<file path="src/rtl/usb_rx_pkg.sv">
// Shared constants for the USB receive deframer: header word, parser states, error codes.
package usb_rx_pkg;

    localparam logic [15:0] HDR_WORD = 16'hA55A;

    typedef enum logic [2:0] {
        HUNT    = 3'd0,
        LEN     = 3'd1,
        PAYLOAD = 3'd2,
        CKSUM   = 3'd3,
        DONE    = 3'd4
    } state_t;

    localparam logic [1:0] ERR_OK    = 2'd0;
    localparam logic [1:0] ERR_LEN   = 2'd1;
    localparam logic [1:0] ERR_CKSUM = 2'd2;

endpackage

</file>
<file path="src/rtl/usb_rx_fifo.sv">
// Show-ahead synchronous FIFO: the head word is visible the cycle after it is written.
// A push into a full FIFO is dropped unless a pop frees a slot in the same cycle.
module usb_rx_fifo #(
    parameter int AW = 4,
    parameter int DW = 16
) (
    input  logic          clk,
    input  logic          rst_n,
    input  logic          push,
    input  logic [DW-1:0] wdata,
    input  logic          pop,
    output logic [DW-1:0] rdata,
    output logic          full,
    output logic          empty,
    output logic [AW:0]   count,
    output logic          drop
);

    localparam logic [AW:0] DEPTH = (AW+1)'(2**AW);

    logic [DW-1:0] mem [2**AW];
    logic [AW-1:0] wr_ptr_reg, rd_ptr_reg;
    logic [AW:0]   count_reg;
    logic          do_push, do_pop;

    assign empty   = (count_reg == '0);
    assign full    = (count_reg == DEPTH);
    assign count   = count_reg;
    assign do_pop  = pop && !empty;
    assign do_push = push && (!full || do_pop);
    assign drop    = push && !do_push;
    assign rdata   = mem[rd_ptr_reg];

    // Storage carries no reset so it can map onto distributed RAM.
    always_ff @(posedge clk) begin
        if (do_push)
            mem[wr_ptr_reg] <= wdata;
    end

    always_ff @(posedge clk or negedge rst_n) begin
        if (!rst_n) begin
            wr_ptr_reg <= '0;
            rd_ptr_reg <= '0;
            count_reg  <= '0;
        end else begin
            if (do_push)
                wr_ptr_reg <= wr_ptr_reg + 1'b1;
            if (do_pop)
                rd_ptr_reg <= rd_ptr_reg + 1'b1;
            case ({do_push, do_pop})
                2'b10:   count_reg <= count_reg + 1'b1;
                2'b01:   count_reg <= count_reg - 1'b1;
                default: count_reg <= count_reg;
            endcase
        end
    end

endmodule

</file>
<file path="src/rtl/usb_rx_deframer.sv">
// Buffers USB controller read words and parses [A55A][N][payload...][checksum] frames.
// Define USB_RX_CKSUM_EN to expect and verify the trailing checksum word.
module usb_rx_deframer
    import usb_rx_pkg::*;
#(
    parameter int FIFO_AW  = 4,
    parameter int MAX_LEN  = 512,
    parameter int AFULL_TH = 4
) (
    input  logic        clk,
    input  logic        rst_n,
    input  logic [15:0] in_data,
    input  logic        in_valid,
    output logic        rx_stall,
    input  logic        ovf_clr,
    output logic        ovf,
    output logic [15:0] pl_data,
    output logic        pl_valid,
    input  logic        pl_ready,
    output logic        pl_last,
    output logic        frm_done,
    output logic        frm_err,
    output logic [1:0]  err_code
);

    localparam logic [FIFO_AW:0] DEPTH = (FIFO_AW+1)'(2**FIFO_AW);

    logic [15:0]      head;
    logic             pop, full, empty, drop;
    logic [FIFO_AW:0] count, free_slots;

    state_t      state_reg, state_next;
    logic [10:0] rem_reg, rem_next;
    logic [1:0]  err_reg, err_next;
    logic        ovf_reg;
`ifdef USB_RX_CKSUM_EN
    logic [15:0] sum_reg, sum_next;
`endif

    usb_rx_fifo #(.AW(FIFO_AW), .DW(16)) u_fifo (
        .clk   (clk),
        .rst_n (rst_n),
        .push  (in_valid),
        .wdata (in_data),
        .pop   (pop),
        .rdata (head),
        .full  (full),
        .empty (empty),
        .count (count),
        .drop  (drop)
    );

    assign free_slots = DEPTH - count;
    assign rx_stall   = int'(free_slots) <= AFULL_TH;
    assign ovf        = ovf_reg;

    // A fresh drop wins over a simultaneous clear so no overflow is lost.
    always_ff @(posedge clk or negedge rst_n) begin
        if (!rst_n)
            ovf_reg <= 1'b0;
        else if (drop)
            ovf_reg <= 1'b1;
        else if (ovf_clr)
            ovf_reg <= 1'b0;
    end

    always_ff @(posedge clk or negedge rst_n) begin
        if (!rst_n) begin
            state_reg <= HUNT;
            rem_reg   <= '0;
            err_reg   <= ERR_OK;
`ifdef USB_RX_CKSUM_EN
            sum_reg   <= '0;
`endif
        end else begin
            state_reg <= state_next;
            rem_reg   <= rem_next;
            err_reg   <= err_next;
`ifdef USB_RX_CKSUM_EN
            sum_reg   <= sum_next;
`endif
        end
    end

    always_comb begin
        state_next = state_reg;
        rem_next   = rem_reg;
        err_next   = err_reg;
`ifdef USB_RX_CKSUM_EN
        sum_next   = sum_reg;
`endif
        pop        = 1'b0;
        pl_valid   = 1'b0;
        pl_data    = '0;
        pl_last    = 1'b0;
        frm_done   = 1'b0;
        frm_err    = 1'b0;
        err_code   = ERR_OK;

        case (state_reg)
            HUNT: begin
                if (!empty) begin
                    pop = 1'b1;
                    if (head == HDR_WORD)
                        state_next = LEN;
                end
            end
            LEN: begin
                if (!empty) begin
                    pop      = 1'b1;
                    err_next = ERR_OK;
                    if (head > 16'(MAX_LEN)) begin
                        // Oversized length is reported immediately; nothing else of the frame is consumed.
                        frm_done   = 1'b1;
                        frm_err    = 1'b1;
                        err_code   = ERR_LEN;
                        state_next = HUNT;
                    end else if (head == '0) begin
`ifdef USB_RX_CKSUM_EN
                        sum_next   = '0;
                        state_next = CKSUM;
`else
                        state_next = DONE;
`endif
                    end else begin
                        rem_next   = head[10:0];
`ifdef USB_RX_CKSUM_EN
                        sum_next   = head;
`endif
                        state_next = PAYLOAD;
                    end
                end
            end
            PAYLOAD: begin
                pl_valid = !empty;
                if (!empty) begin
                    pl_data = head;
                    pl_last = (rem_reg == 11'd1);
                    if (pl_ready) begin
                        pop      = 1'b1;
                        rem_next = rem_reg - 11'd1;
`ifdef USB_RX_CKSUM_EN
                        sum_next = sum_reg + head;
                        if (rem_reg == 11'd1)
                            state_next = CKSUM;
`else
                        if (rem_reg == 11'd1)
                            state_next = DONE;
`endif
                    end
                end
            end
`ifdef USB_RX_CKSUM_EN
            CKSUM: begin
                if (!empty) begin
                    pop        = 1'b1;
                    err_next   = (head == sum_reg) ? ERR_OK : ERR_CKSUM;
                    state_next = DONE;
                end
            end
`endif
            DONE: begin
                frm_done   = 1'b1;
                frm_err    = (err_reg != ERR_OK);
                err_code   = err_reg;
                state_next = HUNT;
            end
            default: state_next = HUNT;
        endcase
    end

endmodule
</file>
<file path="config.mk">
export PLATFORM = sky130hd
export DESIGN_NAME = usb_rx_deframer
export DESIGN_NICKNAME = d
export VERILOG_FILES = /design/src/rtl/usb_rx_pkg.sv /design/src/rtl/usb_rx_fifo.sv /design/src/rtl/usb_rx_deframer.sv
export SDC_FILE = /design/constraint.sdc
export NUM_CORES = 1
export LEC_CHECK = 0
export CAP_MARGIN = 30
export CORE_ASPECT_RATIO = 0.6
export CORE_UTILIZATION = 50
export CTS_CLUSTER_DIAMETER = 120
export CTS_CLUSTER_SIZE = 12
export DETAILED_ROUTE_END_ITERATION = 10
export GPL_TIMING_DRIVEN = 0
export HOLD_SLACK_MARGIN = 0.03
export PLACE_DENSITY = 0.67
export SYNTH_ARGS = -nofsm -noshare
export SYNTH_HDL_FRONTEND = slang
export SYNTH_SLANG_ARGS = --single-unit
</file>
<file path="constraint.sdc">
create_clock -name clk -period 10.6 [get_ports clk]
set_input_delay 3.18 -clock clk [delete_from_list [all_inputs] [get_ports clk]]
set_output_delay 3.18 -clock clk [all_outputs]
set_load 0.03 [all_outputs]
</file>
==> results.txt <==
Outcome -> finished, final reports clean
Net Sw Frac -> 33.2%
Critical R2R Launch -> u_fifo.rd_ptr_reg[1]
Clock power share -> 25.2%
# Max-Cap Violations -> 0
Mux cell area share after synthesis -> 13.0%
Post-Syn Nets -> 709
Ys async rst share -> 9.86%
Worst hold path class -> reg2reg
Placer Congestion -> 0.904
Drt drc -> 0
Antenna Nets Post-Route -> 0
Die area -> 0.0244 mm²
Dpl cell area -> 0.0131 mm²
WP data arrival -> 5.20 ns
Via/cell ratio -> 6.12
WS Path Type -> reg2out
Layout fillers -> 1701
Multi-input gate area -> 0.00320 mm²
I/O pin count -> 45
Diodes inserted -> 0
Synth top area share -> 64.8%
Clk buf depth -> 3
P_leak -> 4.69 nW
Sink Count -> 284
Main synth FF type -> edfxtp_1
Register area share after synthesis -> 70.7%
RSZ-0062 raised after global routing -> false
Row cnt -> 43
Hold buffer count at CTS -> 0
Dpl hpwl -> 19400 µm
Worst-path clk slew -> 0.06 ns
Largest net degree at the start of global routing -> 17
Width of the die -> 201 µm
Netlist cell types -> 59
CP Max Fanout -> 10
CTS tree -> built
Switching pwr -> 1.16 mW
Pwr Density -> 251 mW/mm²
Die H -> 121 µm
Largest family of logic cells by synthesized area -> multiplexers
Comb pwr share -> 34.7%
Period utilization -> 79.1%
Final WL -> 28300 µm
DRT Pass-1 Iters -> 6
Clock Skew -> 0.00846 ns
Fin crit period -> 8.38 ns
Xor and xnor area share after synthesis -> 0.812%
Post-CTS Setup Repair Bufs -> 0
Via count -> 6719
Dominant cell type by area after synthesis -> edfxtp_1
Number of gates resized after cts -> 0
Simple-Gate Fraction of Synth Area -> 6.07%
Drt initial violations -> 1003
Syn_area_per_cell -> 17.6 µm²
Maximum clock frequency -> 0.119 GHz
Max FFs per register -> 256
First-pass GRT wire length -> 42100 µm
Crit path launch type -> flop
Initial Util -> 51.2%
P&R area growth vs syn -> 16.9%
Sequential power share -> 40.1%
Internal -> 2.33 mW
Compound-gate portion of the synthesized area -> 5.53%
Worst slew margin -> 15.7%
Core Box Area -> 0.0232 mm²
TritonCTS Buffers -> 27
Reg area -> 0.00839 mm²
Hold wc startpoint -> ovf
Number of global-route vias before repair -> 6510
Yosys warns -> 0
Post-synthesis adder-cell area fraction -> 1.54%
TNS Setup -> 0 ns
Layout cell share with drive strength beyond 1 -> 16.1%
Initial antenna violation count -> 0
Mapped Area -> 0.0119 mm²
H-tree Lvls -> 1
WL/cell -> 25.7 µm
IO buf count -> 43
Clock Latency Late Sink -> 0.53 ns
Root Buffer -> clkbuf_16
Critical path origin -> u_fifo.rd_ptr_reg[1]
Worst IR Drop VDD -> 0.131 mV
Post-synth EDFFs -> 256
Total Routing Usage GR -> 24.0%
CP Data Required Time -> 7.42 ns
Design Area, Final -> 0.0139 mm²
Mapped Cells -> 674
CP endpoint kind -> output port
Seq cells post-synth -> 284
Final hold vios -> 0
Final Max Slew Viols -> 0
NumNets Final -> 799
Total gr overflow -> 0
Worst slew pin tran -> 1.26 ns
Final setup fails -> 0
Synth area leaders -> edfxtp_1 (65%), mux4_2 (9.9%), dfrtp_1 (5.9%), mux2i_1 (2.4%), ha_1 (1.4%)
## final timing paths
path	to	slack [ns]	depth (start not counted)
min in group asynchronous	rem_reg[3]	3.10	1
max in group asynchronous	u_fifo.count[3]	6.95	2
max reg2reg	rem_reg[3]	6.00	10
max	frm_done	2.22	11
min reg2reg	ovf	0.53	2
min	ovf	0.53	2
## kinds of logic after synthesis
kind of cell	Yosys count
flops	284
buf+inv	52
other cells	1
fa+ha+maj	14
simple gates	142
compound gates	85
mux	85
xor+xnor	11
## layout by cell type, fill, tap and decap left out, drive strengths merged, types with 4 or more instances in the layout
master / synthesis / final
dfrtp: 28 / 28
nor4: 5 / 5
a211oi: 4 / 4
and3: 4 / 4
nor2: 36 / 36
xnor2: 8 / 8
ha: 13 / 13
nor3: 13 / 13
nand3: 10 / 10
clkdlybuf4s50: 0 / 43
edfxtp: 256 / 256
nand2b: 5 / 5
mux2i: 28 / 28
mux4: 54 / 54
nor2b: 5 / 5
a31oi: 4 / 4
buf: 20 / 38
a21oi: 12 / 12
a22o: 8 / 8
and2: 25 / 25
inv: 20 / 20
clkbuf: 12 / 60
a221oi: 16 / 16
nand2: 28 / 28
a221o: 4 / 4
a21o: 5 / 5
o21ai: 12 / 12
## power groups by stage
stage | Sequential (mW) | Combinational (mW) | Clock [mW]
final | 1.40 | 1.21 | 0.879
after global placement | 1.41 | 1.13 | 0
after CTS | 1.40 | 1.20 | 0.885
after floorplan | 1.40 | 0.788 | 0
after global routing | 1.41 | 1.28 | 0.932
after detailed placement | 1.42 | 1.19 | 0
## metrics by stage
step / worst slack [ns] / utilization [%] / cells / hold slack [ns] / total power, mW
after floorplan: 4.45 / - / 674 / 0.488 / 2.19
after global routing: 2.16 / 59.8 / 1098 / 0.573 / 3.62
after CTS: 2.35 / 59.8 / 1098 / 0.535 / 3.48
final: 2.22 / 59.8 / 1098 / 0.534 / 3.49
after global placement: 3.00 / 54.7 / 1032 / 0.518 / 2.54
after detailed placement: 2.93 / 56.5 / 1050 / 0.529 / 2.61
## synth_stat cells, drive strengths merged (13+ instances only)
library cell,instances
ha,13
nor2,36
inv,20
edfxtp,256
mux2i,28
a221oi,16
nor3,13
dfrtp,28
buf,20
nand2,28
and2,25
mux4,54
## metal layers
layer	global-route usage, %	routed length [µm]
met1	38.0	13100
met2	34.9	12400
met3	4.03	2260
met4	4.87	467
met5	0	0
## area by class of cell
type / count / area share, %
timing repair buffer: 61 / 6.06
tap: 315 / 2.84
multi-input combinational: 338 / 23.0
clock buffer: 48 / 5.59
inverter: 20 / 0.541
buffer: 32 / 1.49
sequential: 284 / 60.4
## critical path, stage by stage, from the launching register on
cell and delay (ns):
dfrtp_1 0.46, buf_4 0.28, buf_6 0.21, buf_4 0.24, buf_2 0.37, mux4_2 0.36, a221oi_1 1.04, and4_1 0.44
a21oi_1 0.11, o41a_1 0.40, a21o_1 0.17, clkdlybuf4s50_1 0.58
Note: power is estimated with default switching activity, not from simulation.
